### config.mk
export PLATFORM = sky130hd
export DESIGN_NAME = fetch_queue
export DESIGN_NICKNAME = d
export VERILOG_FILES = /design/src/rtl/fetch_queue_pkg.sv /design/src/rtl/fetch_queue_mem.sv /design/src/rtl/fetch_queue.sv
export SDC_FILE = /design/constraint.sdc
export NUM_CORES = 1
export LEC_CHECK = 0
export ABC_AREA = 1
export CORE_MARGIN = 2
export CORE_UTILIZATION = 60
export DETAILED_ROUTE_END_ITERATION = 16
export PLACE_DENSITY = 0.86
export SYNTH_ARGS = -nofsm -noshare
export SYNTH_HDL_FRONTEND = slang
export SYNTH_HIERARCHICAL = 1
export SYNTH_SLANG_ARGS = --single-unit
### constraint.sdc
create_clock -name clk_i -period 15.8 [get_ports clk_i]
set_input_delay 4.74 -clock clk_i [delete_from_list [all_inputs] [get_ports clk_i]]
set_output_delay 4.74 -clock clk_i [all_outputs]
set_load 0.02 [all_outputs]
### src/rtl/fetch_queue_pkg.sv
// Core-wide fetch definitions shared by the PC, IF and ID stages.
//   PC_W / INSTR_W : address and instruction word widths
//   PC_INCR        : sequential PC step (one 32-bit word)
//   NOP_INSTR      : encoding presented when no instruction is available
//   fetch_entry_t  : one fetched {pc, instr} pair as carried from IF to ID
package fetch_queue_pkg;

  localparam int unsigned PC_W    = 32;
  localparam int unsigned INSTR_W = 32;

  localparam logic [PC_W-1:0]    PC_INCR   = 32'd4;
  localparam logic [INSTR_W-1:0] NOP_INSTR = 32'h0000_0000;

  typedef struct packed {
    logic [PC_W-1:0]    pc;
    logic [INSTR_W-1:0] instr;
  } fetch_entry_t;

  // Address of the sequentially next instruction; wraps modulo 2^32.
  function automatic logic [PC_W-1:0] pc_next(input logic [PC_W-1:0] pc);
    return pc + PC_INCR;
  endfunction

endpackage

### src/rtl/fetch_queue_mem.sv
// Entry storage for the fetch queue: DEPTH x {pc, instr} register array.
// One synchronous write port, one asynchronous read port. The data array
// has no reset; validity is tracked by the controller in fetch_queue.
//   clk_i     : clock, rising edge
//   we_i      : write enable
//   waddr_i   : write slot
//   wdata_i   : entry to store
//   raddr_i   : read slot
//   rdata_o   : entry at raddr_i (combinational)
module fetch_queue_mem
  import fetch_queue_pkg::*;
#(
  parameter int unsigned DEPTH = 4,
  parameter int unsigned AW    = 2
) (
  input  logic          clk_i,
  input  logic          we_i,
  input  logic [AW-1:0] waddr_i,
  input  fetch_entry_t  wdata_i,
  input  logic [AW-1:0] raddr_i,
  output fetch_entry_t  rdata_o
);

  fetch_entry_t mem_q [DEPTH];

  always_ff @(posedge clk_i) begin
    if (we_i) begin
      mem_q[waddr_i] <= wdata_i;
    end
  end

  assign rdata_o = mem_q[raddr_i];

endmodule

### src/rtl/fetch_queue.sv
// Instruction fetch buffer between the PC / instruction memory and ID.
// Captures one {pc, instr} pair per fetch cycle, presents entries in order
// to ID over a valid/ready handshake, holds the PC while full and discards
// everything on a branch/jump flush.
//   clk_i, rst_i     : clock and synchronous active-high reset
//   start_i          : core run enable, gates enqueue
//   fetch_valid_i    : pc_i / instr_i carry a fetched instruction
//   pc_i, instr_i    : fetched address and instruction word
//   flush_i          : redirect, empties the queue
//   pc_stall_o       : PC hold request (queue full)
//   id_valid_o       : head entry valid
//   id_ready_i       : ID accepts the head entry
//   id_pc_o          : head PC (0 when empty)
//   id_pc4_o         : head PC + 4 (4 when empty)
//   id_instr_o       : head instruction (nop when empty)
//   overflow_o       : sticky, enqueue attempted while full
module fetch_queue
  import fetch_queue_pkg::*;
#(
  parameter int unsigned DEPTH = 4,
  parameter int unsigned AW    = 2
) (
  input  logic               clk_i,
  input  logic               rst_i,
  input  logic               start_i,
  input  logic               fetch_valid_i,
  input  logic [PC_W-1:0]    pc_i,
  input  logic [INSTR_W-1:0] instr_i,
  input  logic               flush_i,
  output logic               pc_stall_o,
  output logic               id_valid_o,
  input  logic               id_ready_i,
  output logic [PC_W-1:0]    id_pc_o,
  output logic [PC_W-1:0]    id_pc4_o,
  output logic [INSTR_W-1:0] id_instr_o,
  output logic               overflow_o
);

  localparam logic [AW:0]   CNT_FULL = (AW+1)'(DEPTH);
  localparam logic [AW:0]   CNT_ONE  = (AW+1)'(1);
  localparam logic [AW-1:0] PTR_ONE  = AW'(1);

  logic [AW:0]   count_q;
  logic [AW-1:0] rd_ptr_q;
  logic [AW-1:0] wr_ptr_q;
  logic          overflow_q;

  logic          full;
  logic          not_empty;
  logic          enq_req;
  logic          enq;
  logic          deq;
  logic          mem_we;
  fetch_entry_t  wr_entry;
  fetch_entry_t  head_entry;

  assign full      = (count_q == CNT_FULL);
  assign not_empty = (count_q != '0);

  // The slot freed by a dequeue in a full cycle is not reused until the
  // next cycle, so full alone blocks the enqueue.
  assign enq_req = start_i & fetch_valid_i;
  assign enq     = enq_req & ~full;
  assign deq     = not_empty & id_ready_i;

  // A flushed enqueue never reaches the array.
  assign mem_we         = enq & ~flush_i;
  assign wr_entry.pc    = pc_i;
  assign wr_entry.instr = instr_i;

  fetch_queue_mem #(
    .DEPTH (DEPTH),
    .AW    (AW)
  ) u_mem (
    .clk_i   (clk_i),
    .we_i    (mem_we),
    .waddr_i (wr_ptr_q),
    .wdata_i (wr_entry),
    .raddr_i (rd_ptr_q),
    .rdata_o (head_entry)
  );

  always_ff @(posedge clk_i) begin
    if (rst_i) begin
      count_q    <= '0;
      rd_ptr_q   <= '0;
      wr_ptr_q   <= '0;
      overflow_q <= 1'b0;
    end else begin
      if (enq_req && full) begin
        overflow_q <= 1'b1;
      end
      if (flush_i) begin
        count_q  <= '0;
        rd_ptr_q <= '0;
        wr_ptr_q <= '0;
      end else begin
        // DEPTH is a power of two, so AW-bit pointers wrap on their own.
        if (enq) begin
          wr_ptr_q <= wr_ptr_q + PTR_ONE;
        end
        if (deq) begin
          rd_ptr_q <= rd_ptr_q + PTR_ONE;
        end
        if (enq && !deq) begin
          count_q <= count_q + CNT_ONE;
        end else if (!enq && deq) begin
          count_q <= count_q - CNT_ONE;
        end
      end
    end
  end

  // Registered-state only: no path from fetch_valid_i or id_ready_i.
  assign pc_stall_o = full;
  assign id_valid_o = not_empty;
  assign overflow_o = overflow_q;

  // Empty queue presents a nop at PC 0 so ID sees harmless data.
  assign id_pc_o    = not_empty ? head_entry.pc    : '0;
  assign id_instr_o = not_empty ? head_entry.instr : NOP_INSTR;
  assign id_pc4_o   = pc_next(id_pc_o);

endmodule

Word-level counts from Yosys, hierarchy flattened. Memories as Yosys holds them, arrays and structs flattened. A register that Yosys moved wholly into a read port is not among the register bits. Index checks and enable logic that the tools add are counted.

Bits in registers: 8. Memory bits (writable): 256. Output and inout bits: 99. Logic and storage cells: 33. Memories kept: 1.

Memory list: u_mem.mem_q (depth 4, bits a word 64, rd ports 1, clocked after Yosys merged registers in 1, write ports 1, RTL line fetch_queue_mem.sv:24) `fetch_entry_t mem_q [DEPTH];`.

$add $sub $neg: 5. Equality and inequality tests: 1. Muxes and demuxes: 8. Bitwise logic cells: 6. Reductions and logical operators: 8.

Operators by type and width (number): 32-bit two-way mux (2); 32-bit by 3-bit adder with 32-bit output, second input constant (1); 3-bit two-way mux (2); 2-bit by 1-bit adder with 2-bit output, second input constant (2); 1-bit AND (4); 2-bit two-way mux (2); 3-bit by 1-bit adder with 3-bit output, second input constant (1); 3-bit == test, second input constant (1); 1-bit logical AND (3); 3-bit nonzero test (1); 3-bit by 1-bit subtractor with 3-bit output, second input constant (1); 1-bit logical NOT (2); 1-bit two-way mux (2); 1-bit NOT (2); 2-bit nonzero test (1); 2-bit OR reduction (1).

Logic depth before layout (Yosys ltp).
Depth in word-level cells: 7. Mapped depth: 16. Gate-level depth less buffers: 14.

Hierarchy. The synthesis kept the hierarchy.

Modules (own cells, without submodules): fetch_queue_mem (times used 1, cells each 1010, area an instance 10761.6 um2, seq. area each 7687.4 um2); fetch_queue (times used 1, cells each 366, area an instance 1856.8 um2, seq. area each 160.2 um2).

Worst setup path after synthesis. Ideal clock, no wire load.

Kind: in2reg. Start: input port start_i. End: memory u_mem/mem_q[0][0] in the netlist's numbering (enable). Setup time: 0.565 ns. Arrival: 9.389 ns. Setup slack: 5.845 ns. Stages on the path: 4. Path through: nand2_1 -> nor3_1 -> inv_1 -> nor3_1.

Word-level cells in the longest chain between the ends: 5.

Ends and longest elaborated chain: start, declared (RTL line fetch_queue.sv:25) `input logic start_i,`; 1-bit AND (RTL line fetch_queue.sv:62) `assign enq_req = start_i & fetch_valid_i;`; 1-bit AND (RTL line fetch_queue.sv:63) `assign enq = enq_req & ~full;`; 1-bit AND (RTL line fetch_queue.sv:67) `assign mem_we = enq & ~flush_i;`; net mem_we (RTL line fetch_queue.sv:53) `logic mem_we;`; 1-bit two-way mux (RTL line fetch_queue_mem.sv:27) `if (we_i) begin`; 1-bit two-way mux (not written as such) (RTL line fetch_queue_mem.sv:28) `mem_q[waddr_i] <= wdata_i;`; end, declared (RTL line fetch_queue_mem.sv:24).

The timed path passes the listed nets, and every way through them passes these cells.

==> impl_metrics.tcl <==
set metrics [dict create \
    outcome "complete, no violations" \
    clockBufferDepth 3 \
    antenna_found_initial 2 \
    crit_top_cell "nand2_1" \
    die_h_um 149.0 \
    tightest_slew_ps 1034 \
    start_util_pct 60.60 \
    power.leakage_nw 6.799 \
    ir_drop_v 0.0001019 \
    gr-total-overflow 0 \
    hold_viol_final 0 \
    place_congestion 0.9115 \
    grt_pass1_wl_mm 45.37 \
    path_class "reg2out" \
    path_clk_slew_ps 60 \
    seq_area_frac_synth_pct 62.19 \
    finClkSkew_ps 9.246 \
    synth_warnings 6 \
    area_growth_pct 20.56 \
    ant_nets 0 \
    powerDensity_mw_per_mm2 103.1 \
    synth_area_per_cell_um2 9.170 \
    fmax_ghz 0.1038 \
    dp_hpwl_mm 18.11 \
    cts_setup_buffers 0 \
    track_usage_pct 26.04 \
    grt_pass1_vias 9228 \
    io_buffers 168 \
    fin_crit_sh_pct 60.98 \
    slew_headroom_pct 31.07 \
    cts.sinks 264 \
    fin_crit_ps 9635 \
    cp_max_fo 90 \
    clock_latency_ps 510 \
    drive_gt1_share_pct 5.178 \
    cts_tree "done" \
    avgViaCountPerCell 5.150 \
    cp.arrival_ps 4890 \
    num_vias 9373 \
    place_inst 1774 \
    drcViolationCount 0 \
    syn-num-nets 1449 \
    reg2reg_depth 10 \
    first_pass_iters 6 \
    cts_buffers 27 \
    max-cap-violations 0 \
    final_core_util_pct 73.06 \
    final_nets 1601 \
    htreeDepth 1 \
    slew_violations 0 \
    yosysUniqueCellTypes 30 \
    grt_max_degree 91 \
    setup_tns_ps 0 \
    rsz0062_at_grt "false" \
    row_count 53 \
    n_antenna_cell 0 \
    hold_path_class "reg2reg" \
    syn-cell-area_mm2 0.01262 \
    ios 169 \
    finalNonFillerCells 1820 \
    r2r_slack_ps 13430 \
    cp-start-kind "register" \
    crit_path_max_incr_delay_ps 660 \
    routed_wl_mm 29.06 \
    cts-root-buf "clkbuf_16" \
    cp_cell_sequence "clkinv_2 > buf_4 > nand2_1 > nand3_1 > nand2_1 > inv_1 > nor2_1 > ha_1 > nand4_2 > nor2_2 > nand2_1 > nor2_1 > nand2_1 > nand2_1 > clkdlybuf4s50_1" \
    endpoint_kind "output pin" \
    wl_per_cell_um 15.97 \
    hold_buffers 0 \
    syn_inst 1376 \
    hold_depth 2 \
    setup_viol 0 \
    fp.dieW_um 149.0 \
    die-area_mm2 0.02221 \
    drt_iter0_markers 833 \
    cp.required_ps 11060 \
    cts-resized-gates 0 \
    cp_slowest_cell "dfxtp_4" \
    core_mm2 0.02082 \
    ys_ff_latch 264 \
]
cells in the mapped netlist:
cell / n / area, um2
or2_2: 1 / 6.260
nand2_2: 1 / 6.260
xnor2_1: 2 / 17.52
buf_1: 2 / 7.510
dfxtp_1: 8 / 160.2
clkbuf_1: 5 / 18.77
nand4_4: 1 / 21.27
fa_1: 1 / 20.02
buf_4: 18 / 135.1
nand3_1: 161 / 805.8
edfxtp_1: 256 / 7687
nor3_1: 5 / 25.02
nor3b_1: 4 / 30.03
ha_1: 2 / 25.02
o21ai_0: 4 / 20.02
inv_1: 334 / 1254
nand2_1: 414 / 1554
nand2_4: 1 / 11.26
nand3_2: 7 / 70.07
a21oi_1: 4 / 20.02
o21a_1: 1 / 7.510
nor2_2: 15 / 93.84
buf_2: 26 / 130.1
buf_6: 1 / 11.26
nor2_4: 1 / 11.26
xor2_1: 13 / 113.9
buf_12: 1 / 20.02
nor2_1: 81 / 304.0
inv_2: 5 / 18.77
nand4_2: 1 / 12.51
flip-flops by register name, indices dropped and copies added (netlist names):
signal	flops
u_mem/mem_q	256
count_q	3
rd_ptr_q	2
wr_ptr_q	2
overflow_o	1
per-stage QoR:
step                      hold WS, ps  total power, W  area, um2  setup WS, ps
after floorplan                 488.6       0.0009053      12620          5845
after global placement          439.1       0.0009916      14410          6906
after detailed placement        493.5       0.0009963      14410          6744
after CTS                       503.0        0.001577      15210          6186
after global routing            510.8        0.001619      15210          5748
final                           493.5        0.001568      15210          6165
cells in the final DEF (no fill, tap or decap), types with 5 or more instances in the layout:
master           netlist  final
dfxtp_1                8      6
clkbuf_1               5     10
nand3_2                7      7
inv_1                334    334
clkinv_2               0      5
nand2_1              414    414
nand3_1              161    161
nor2_2                15     15
buf_4                 18      8
xor2_1                13     13
edfxtp_1             256    256
clkdlybuf4s50_1        0    168
nor2_1                81     81
clkbuf_16              0     27
layer usage:
layer,wire [um],track usage [%],vias to the layer above
met5,22,0,-
met4,511,7.571,4
met3,2667,4.985,44
met2,14810,46.89,415
met1,11050,32.03,4388
li1,-,-,4522
path summary, 6_finish.rpt:
| kind | start | to |
|---|---|---|
| worst max-delay path | rd_ptr_q[0] | id_pc4_o[20] |
| worst min-delay path | overflow_o | overflow_o |
| worst max register to register | count_q[0] | count_q[2] |
| worst min register to register | overflow_o | overflow_o |
final cells by class:
class	count	area, um2
sequential	264	7853
multi-input combinational	720	3196
tap	275	344.1
clock buffer	37	713.2
fill	1478	5610
timing repair buffer	176	1742
inverter	339	1274
clock inverter	9	91.34
worst max-delay path: cells and delay by family, from the launching register on:
| kind | cells | cell delay, ps |
|---|---|---|
| buffers and inverters | 4 | 1900 |
| adders and majority gates | 1 | 240 |
| and+or+nand+nor | 10 | 1520 |
| DFF | 1 | 660 |
report_power, final:
part	switching, W	internal, W	leakage (nW)	total, W
sequential	0.00000379	0.000776	2.38	0.000780
combinational	0.000122	0.0000805	4.03	0.000203
clock	0.000240	0.000345	0.393	0.000586
logic make-up (layout without fill, tap and decap cells):
| logic type | count (synthesis) | in the layout | synth area share [%] |
|---|---|---|---|
| DFF | 264 | 264 | 62.19 |
| AOI/OAI and AO/OA | 9 | 9 | 0.3768 |
| buffers and inverters | 392 | 561 | 12.64 |
| adders and majority gates | 3 | 3 | 0.3569 |
| and+or+nand+nor | 693 | 693 | 23.39 |
| xor gates and xnor gates | 15 | 15 | 1.041 |
Note: power is estimated with default switching activity, not from simulation.
